<file path="src/rtl/router_ctrl_fsm_np.sv">
`default_nettype none
// ============================================================================
//  Module   : router_ctrl_fsm_np
//  Brief    : Packet-router controller with registered destination, scoped
//             soft reset, bad-address drop and wait-till-empty timeout.
//  Revision : 1.0
// ============================================================================
module router_ctrl_fsm_np #(
    parameter int NUM_PORTS = 3,
    parameter int ADDR_W    = 2,
    parameter int TIMEOUT   = 30
) (
    input  logic                 clk,
    input  logic                 reset,
    input  logic                 pkt_valid,
    input  logic [ADDR_W-1:0]    data_in,
    input  logic [NUM_PORTS-1:0] fifo_empty,
    input  logic                 fifo_full,
    input  logic [NUM_PORTS-1:0] soft_reset,
    input  logic                 parity_done,
    input  logic                 low_pkt_valid,
    output logic [NUM_PORTS-1:0] dest_sel,
    output logic                 detect_add,
    output logic                 lfd_state,
    output logic                 ld_state,
    output logic                 full_state,
    output logic                 laf_state,
    output logic                 rst_int_reg,
    output logic                 drop_state,
    output logic                 write_enb_reg,
    output logic                 busy,
    output logic                 timeout_err
);

    localparam int CNT_W = (TIMEOUT > 1) ? $clog2(TIMEOUT) : 1;
    localparam logic [CNT_W-1:0] c_TMO_LAST = CNT_W'(TIMEOUT - 1);

    typedef enum logic [3:0] {
        ST_DECODE = 4'd0,
        ST_LFD    = 4'd1,
        ST_LD     = 4'd2,
        ST_FULL   = 4'd3,
        ST_LAF    = 4'd4,
        ST_LP     = 4'd5,
        ST_CPE    = 4'd6,
        ST_WAIT   = 4'd7,
        ST_DROP   = 4'd8
    } state_t;

    state_t                 r_state;
    state_t                 w_next_state;
    logic [NUM_PORTS-1:0]   r_dest;
    logic [NUM_PORTS-1:0]   w_next_dest;
    logic [CNT_W-1:0]       r_cnt;
    logic [CNT_W-1:0]       w_next_cnt;
    logic                   r_timeout_err;
    logic                   w_tmo;
    logic [NUM_PORTS-1:0]   w_onehot;
    logic                   w_addr_ok;
    logic                   w_addr_empty;
    logic                   w_dest_empty;
    logic                   w_srst_hit;

    // One-hot decode of the header address; out-of-range addresses decode to zero.
    for (genvar i = 0; i < NUM_PORTS; i++) begin : g_dec
        assign w_onehot[i] = (32'(data_in) == i);
    end

    assign w_addr_ok    = |w_onehot;
    assign w_addr_empty = |(fifo_empty & w_onehot);
    assign w_dest_empty = |(fifo_empty & r_dest);
    assign w_srst_hit   = |(soft_reset & r_dest);

    always_ff @(posedge clk or negedge reset) begin
        if (!reset) begin
            r_state       <= ST_DECODE;
            r_dest        <= '0;
            r_cnt         <= '0;
            r_timeout_err <= 1'b0;
        end else begin
            r_state       <= w_next_state;
            r_dest        <= w_next_dest;
            r_cnt         <= w_next_cnt;
            r_timeout_err <= w_tmo;
        end
    end

    always_comb begin
        w_next_state = r_state;
        w_next_dest  = r_dest;
        w_tmo        = 1'b0;
        case (r_state)
            ST_DECODE: begin
                if (pkt_valid) begin
                    if (!w_addr_ok) begin
                        w_next_state = ST_DROP;
                    end else begin
                        w_next_dest  = w_onehot;
                        w_next_state = w_addr_empty ? ST_LFD : ST_WAIT;
                    end
                end
            end
            ST_WAIT: begin
                // Empty takes priority over an expiring timeout in the same cycle.
                if (w_dest_empty) begin
                    w_next_state = ST_LFD;
                end else if ((TIMEOUT != 0) && (r_cnt == c_TMO_LAST)) begin
                    w_next_state = ST_DROP;
                    w_tmo        = 1'b1;
                end
            end
            ST_LFD:  w_next_state = ST_LD;
            ST_LD: begin
                if (fifo_full)       w_next_state = ST_FULL;
                else if (!pkt_valid) w_next_state = ST_LP;
            end
            ST_FULL: begin
                if (!fifo_full) w_next_state = ST_LAF;
            end
            ST_LAF: begin
                if (parity_done)        w_next_state = ST_DECODE;
                else if (low_pkt_valid) w_next_state = ST_LP;
                else                    w_next_state = ST_LD;
            end
            ST_LP:   w_next_state = ST_CPE;
            ST_CPE:  w_next_state = fifo_full ? ST_FULL : ST_DECODE;
            ST_DROP: begin
                if (!pkt_valid) w_next_state = ST_DECODE;
            end
            default: w_next_state = ST_DECODE;
        endcase

        if (w_srst_hit) begin
            w_next_state = ST_DECODE;
            w_tmo        = 1'b0;
        end
        if (w_next_state == ST_DECODE) begin
            w_next_dest = '0;
        end
    end

    assign w_next_cnt = ((r_state == ST_WAIT) && (w_next_state == ST_WAIT))
                      ? r_cnt + CNT_W'(1) : '0;

    assign dest_sel      = r_dest;
    assign detect_add    = (r_state == ST_DECODE);
    assign lfd_state     = (r_state == ST_LFD);
    assign ld_state      = (r_state == ST_LD);
    assign full_state    = (r_state == ST_FULL);
    assign laf_state     = (r_state == ST_LAF);
    assign rst_int_reg   = (r_state == ST_CPE);
    assign drop_state    = (r_state == ST_DROP);
    assign write_enb_reg = (r_state == ST_LD) || (r_state == ST_LP) || (r_state == ST_LAF);
    assign busy          = !((r_state == ST_DECODE) || (r_state == ST_LD) || (r_state == ST_DROP));
    assign timeout_err   = r_timeout_err;

endmodule
`default_nettype wire

</file>
<file path="config.mk">
export PLATFORM = sky130hd
export DESIGN_NAME = router_ctrl_fsm_np
export DESIGN_NICKNAME = d
export VERILOG_FILES = /design/src/rtl/router_ctrl_fsm_np.sv
export SDC_FILE = /design/constraint.sdc
export NUM_CORES = 1
export LEC_CHECK = 0
export BUFFER_PORTS_ARGS = -buffer_cell sky130_fd_sc_hd__buf_4
export CAP_MARGIN = 5
export CORE_ASPECT_RATIO = 0.75
export CORE_MARGIN = 1
export CORE_UTILIZATION = 25
export CTS_BUF_LIST = sky130_fd_sc_hd__clkbuf_4
export DETAILED_ROUTE_END_ITERATION = 8
export GPL_TIMING_DRIVEN = 0
export SETUP_SLACK_MARGIN = 0.2
export SLEW_MARGIN = 20
export SYNTH_ARGS = -nofsm -noshare
export SYNTH_HDL_FRONTEND = slang
export SYNTH_SLANG_ARGS = --single-unit
</file>
<file path="constraint.sdc">
create_clock -name clk -period 2.38 [get_ports clk]
set_input_delay 0.119 -clock clk [delete_from_list [all_inputs] [get_ports clk]]
set_output_delay 0.119 -clock clk [all_outputs]
set_load 0.05 [all_outputs]
</file>
==> impl_metrics.toml, run 1 <==
[yosys]
synth_area_leaders = "dfrtp_1 37%, nor2_1 6.9%, ha_1 2.9%, inv_1 2.6%, nand2_1 2.6%"
synth_cells = 98
syn_nets = 114
ys_ff_latch = 13
synth_top_area_share_pct = 37.2
synth_edf_count = 0
yosysUniqueCellTypes = 42
synthArstFlopShare_pct = 100
syn_area_per_cell_um2 = 8.91
yosysWarnings = 0
synth_top_flop_cell = "dfrtp_1"
yosys.area.top_type = "dfrtp_1"
synth_area_um2 = 873
synth_seq_area_share_pct = 37.2

[critical_path]
path_max_fanout = 4
arrival_ns = 2.17
startpoint = "r_cnt[0]"
endpoint_kind = "flop"
regToRegStartpoint = "r_cnt[0]"
start_kind = "flop"
setup.worst_path.class = "flop to flop"
required_ns = 2.55

[timing]
hold_viol = 0
fmax_mhz = 502
setup_viol = 0
hold_ws_ns = 0.158
maxSlewHeadroom_pct = 62.9
drv_slew = 0
fin_worst_skew_ns = 0.00141
worst_pin_slew_ns = 0.556
fin_crit_sh_pct = 83.7
rsz0062_at_grt = "false"
finalCriticalPeriod_ns = 1.99
tns_ns = 0

[grt]
grt_use_total_pct = 11.6
grt_pass1_vias = 784
grt_max_degree = 14
antenna_found_initial = 0
grt_remaining_overflow = 0
grt_pass1_wl_mm = 3.34

[pwr]
leakage_nw = 0.550
switching_share_pct = 52.7
p_sw_uw = 775
clkPwrFrac_pct = 9.3
cell_internal_pwr_uw = 697
comb_power_share_pct = 67.8
p_per_area_nw_per_um2 = 1260
vdd_drop_max_uv = 318
seqPwrFrac_pct = 22.9

[finish]
nFillCells = 348
drive_above_1_share_pct = 31.0
syn2layout_area_growth_pct = 33.2
fin_nets = 146
antenna_cells = 0

[cts]
cts_hold_buffers = 1
cts_made_buffers = 3
cts-htree-levels = 1
ctsResizeCount = 0
clock-sinks = 13
cts_max_path_buffers = 2
clock_latency_ns = 0.26
cts_root_buffer = "clkbuf_4"
cts_tree = "yes"
post_cts_buffers = 0
clk_pin_slew_worst_paths_ns = 0.07

[route]
drt_iter0_drc = 31
drc = 0
avgViaCountPerCell = 4.93
antenna_left = 0
post_drt_wl_per_cell_um = 12.4
wl_mm = 2.09
dr_total_vias = 834
first_pass_iters = 4

[hold_path]
hp-class = "primary input to flop"
hold_path_startpoint = "soft_reset[1]"

[floorplanning]
io-pin-count = 27
start_util_pct = 26.4
die_area_um2 = 3740
die_y_um = 53.2
fp.dieW_um = 70.3
coreArea_um2 = 3310
rows = 18

[placed_design]
io_buffers = 26
hpwlAfterDp_mm = 1.73
place_congestion = 0.838

[status]
status = "finished clean"

[run]
maxCapViolations = 0
routing by layer:
layer  GRT usage [%]  wire, um  vias up
met5               0         0        -
met4            4.00        19        0
met3            4.00       144        2
met2            18.1       899       27
met1            15.0      1030      384
li1                -         -      421
cell families (layout without fill, tap and decap cells):
| family | after synthesis | after routing | synth area share (%) |
|---|---|---|---|
| XOR/XNOR | 3 | 3 | 3.01 |
| AO/OA/AOI/OAI | 19 | 19 | 16.0 |
| AND/OR/NAND/NOR | 49 | 49 | 33.4 |
| flip-flops | 13 | 13 | 37.2 |
| adder cells (fa/ha/maj) | 2 | 2 | 2.86 |
| buffers and inverters | 10 | 41 | 5.16 |
| multiplexers | 2 | 2 | 2.29 |
cells in the final DEF (no fill, tap or decap), drive strengths merged, types with 3 or more instances in the layout:
cell type and count:
nand3 4, nand2 6, nor3 4, o21ai 3
buf 30, nor2 16, dfrtp 13, clkbuf 4
inv 6
path summary, 6_finish.rpt:
kind	to	slack (ns)	cells after the start
min	timeout_err	0.16	4
min in group asynchronous	r_cnt[4]	0.23	2
max	dest_sel[1]	0.39	6
max in group asynchronous	r_state[3]	1.99	2
min reg2reg	r_cnt[0]	0.49	1
max reg2reg	dest_sel[1]	0.39	6
sequential cells by signal, summed over array words and instances (netlist names):
| register | flops |
|---|---|
| r_cnt | 5 |
| dest_sel | 3 |
| r_state | 4 |
| timeout_err | 1 |
cell type report:
class	count	area, um2	area share [%]
plain buffers	4	22.5	1.94
well taps	40	50.0	4.30
clock buffers	4	30.0	2.58
multi-input cells	75	508	43.7
inverters	6	22.5	1.94
repair buffers	27	205	17.6
flip-flops and latches	13	325	28.0
synth_stat cells (2+ instances only):
cell	count
nor2b_1	2
a21oi_1	2
nor2_1	16
a22oi_1	2
nand3_1	4
and3_1	2
nor3_1	4
dfrtp_1	13
nor3b_1	2
o21ai_0	3
nand2_1	6
buf_2	3
ha_1	2
nand2b_1	2
inv_1	6
xor2_1	2
mux2i_1	2
worst max-delay path: stages (launching register included):
cell and delay [ns]:
dfrtp_1 0.41, ha_1 0.20, and4_1 0.22, a2111o_1 0.43, and4_4 0.20, and4bb_4 0.20, nor4_2 0.24
power groups by stage:
stage,combinational [mW],clock [mW],sequential [mW]
after floorplan,0.655,0,0.410
after global placement,0.987,0,0.340
after detailed placement,0.993,0,0.345
after CTS,0.998,0.146,0.339
after global routing,1.07,0.153,0.348
final,0.997,0.137,0.337
stage by stage:
stage | total power, mW | util (%) | instance area (um2) | cells | setup WS (ns)
after floorplan | 1.06 | - | 878 | 98 | 0.255
after global placement | 1.33 | 33.9 | 1120 | 164 | 0.402
after detailed placement | 1.34 | 33.9 | 1120 | 164 | 0.396
after CTS | 1.48 | 35.1 | 1160 | 169 | 0.373
after global routing | 1.57 | 35.1 | 1160 | 169 | 0.289
final | 1.47 | 35.1 | 1160 | 169 | 0.387
Note: power is estimated with default switching activity, not from simulation.
==> inputs of run 2 (changes only) <==
==> constraint.sdc (replaced) <==
create_clock -name clk -period 1.7 [get_ports clk]
set_input_delay 0.085 -clock clk [delete_from_list [all_inputs] [get_ports clk]]
set_output_delay 0.085 -clock clk [all_outputs]
set_load 0.05 [all_outputs]
==> impl_metrics.toml, run 2 (synthesis gave the netlist of run 1 again) <==
[status]
status = "finished, violations left"
violations = "negative setup slack"

[floorplanning]
coreArea_um2 = 3310
die_y_um = 53.2
fp.dieW_um = 70.3
rows = 18
die_area_um2 = 3740
io-pin-count = 27
start_util_pct = 26.4

[finish]
multiInputGateArea_um2 = 681
nFillCells = 306
fin_nets = 173
drive_above_1_share_pct = 64.7
fin_cells = 196
mostFrequentLayoutCells = "42 x buf_4, 11 x buf_6, 9 x dfrtp_1"
seq_area_um2 = 330
layout_commonest_cell = "buf_4"
antenna_cells = 0
largest-register = "r_cnt"
syn2layout_area_growth_pct = 85.8
largest_reg_flops = 5

[pwr]
vdd_drop_max_uv = 742
p_per_area_nw_per_um2 = 1910
power.total_mw = 3.09
leakage_nw = 0.725

[timing]
maxSlewHeadroom_pct = 79.3
hold_viol = 0
fmax_mhz = 563
hold_ws_ns = 0.117
finalCriticalPeriod_ns = 1.77
worst_pin_slew_ns = 0.308
setup_ws_ns = -0.0748
fin_worst_skew_ns = 0.00382
setup_viol = 4
fin_crit_sh_pct = 104
drv_slew = 0
rsz0062_at_grt = "true"

[critical_path]
path_max_fanout = 5
r2r_cells = 5
arrival_ns = 1.97
setup.worst_path.class = "flop to flop"
endpoint_kind = "flop"
worst-r2r-setup-slack_ns = -0.07
required_ns = 1.89
start_kind = "flop"

[grt]
grt_pass1_wl_mm = 3.95
grt_max_degree = 14
grt_remaining_overflow = 0
antenna_found_initial = 0
grt_pass1_vias = 874
grt_use_total_pct = 14.0

[placed_design]
place_congestion = 0.821
hpwlAfterDp_mm = 1.72
dp_cells = 164
io_buffers = 26

[route]
antenna_left = 0
first_pass_iters = 4
avgViaCountPerCell = 5.04
drc = 0
dr_total_vias = 987
post_drt_wl_per_cell_um = 14.1
drt_iter0_drc = 55
wl_mm = 2.75

[cts]
clock_latency_ns = 0.28
cts_tree = "yes"
cts-htree-levels = 1
clock-sinks = 13
cts_made_buffers = 3
cts_root_buffer = "clkbuf_4"
cts_max_path_buffers = 2
clk_pin_slew_worst_paths_ns = 0.08

[hold_path]
min_path_cells = 4
hp-class = "primary input to flop"

[run]
maxCapViolations = 0
run 2: changes by cell type in the layout (fill, tap and decap cells not counted), moves of 4 or more:
cell     before  now
buf_4        27   42
buf_6         0   11
buf_8         0    4
dfrtp_1      13    9
dfrtp_2       0    4
nor2_1       16    5
nor2_2        0    6
nor2_4        0    5
nor3_1        4    0
run 2: layer usage:
| metal | vias to the layer above | part of all wire [%] | track usage, % | routed length (um) |
|---|---|---|---|---|
| met5 | - | 0 | 0 | 0 |
| met3 | 9 | 6.1 | 5.52 | 168 |
| met1 | 467 | 45 | 18.2 | 1250 |
| li1 | 475 | - | - | - |
| met4 | 0 | 2.2 | 5.67 | 61 |
| met2 | 36 | 46 | 20.8 | 1270 |
run 2: final timing paths:
check | from | endpoint
worst max register to register | r_state[2] | dest_sel[1]
worst min register to register | r_cnt[0] | r_cnt[0]
worst min-delay path | soft_reset[1] | timeout_err
worst max-delay path | r_state[2] | dest_sel[1]
min in group asynchronous | reset | r_state[1]
max in group asynchronous | reset | r_state[0]
run 2: final cells by class:
cell class,instances,area share [%]
Clock buffer,4,1.85
Multi-Input combinational cell,75,41.9
Timing Repair Buffer,54,28.8
Tap cell,40,3.08
Inverter,6,1.39
Sequential cell,13,20.4
Buffer,4,2.54
run 2: critical path, stage by stage, from the launching register on:
cell and delay [ns]:
dfrtp_2 0.43, buf_6 0.13, or3_4 0.41, o31a_1 0.28
and4bb_4 0.24, nor4_4 0.20
run 2: report_power, final:
group	switching [mW]	leakage [nW]	total, mW	internal (mW)
registers	0.0951	0.170	0.487	0.392
clock network	0.101	0.0184	0.208	0.107
logic	1.25	0.536	2.40	1.14
total	1.45	0.725	3.09	1.64
run 2: repair_timing:
action / CTS / global route
gates resized for setup: 33 / 30
pin swaps: 14 / 14
endpoints found under the hold margin: 13 / 0
hold buffers: 1 / 0
gates cloned: 1 / 0
setup endpoints to repair: 17 / 21
setup buffers: 12 / 14
run 2: through the flow:
stage | setup WS [ns] | instance area (um2) | utilization, % | setup TNS, ns
after global routing | -0.171 | 1620 | 49.0 | -0.694
after detailed placement | -0.209 | 1160 | 34.9 | -1.22
after global placement | -0.179 | 1160 | 34.9 | -1.07
after floorplan | -0.279 | 911 | - | -0.870
final | -0.0748 | 1620 | 49.0 | -0.204
after CTS | -0.0820 | 1410 | 42.6 | -0.211
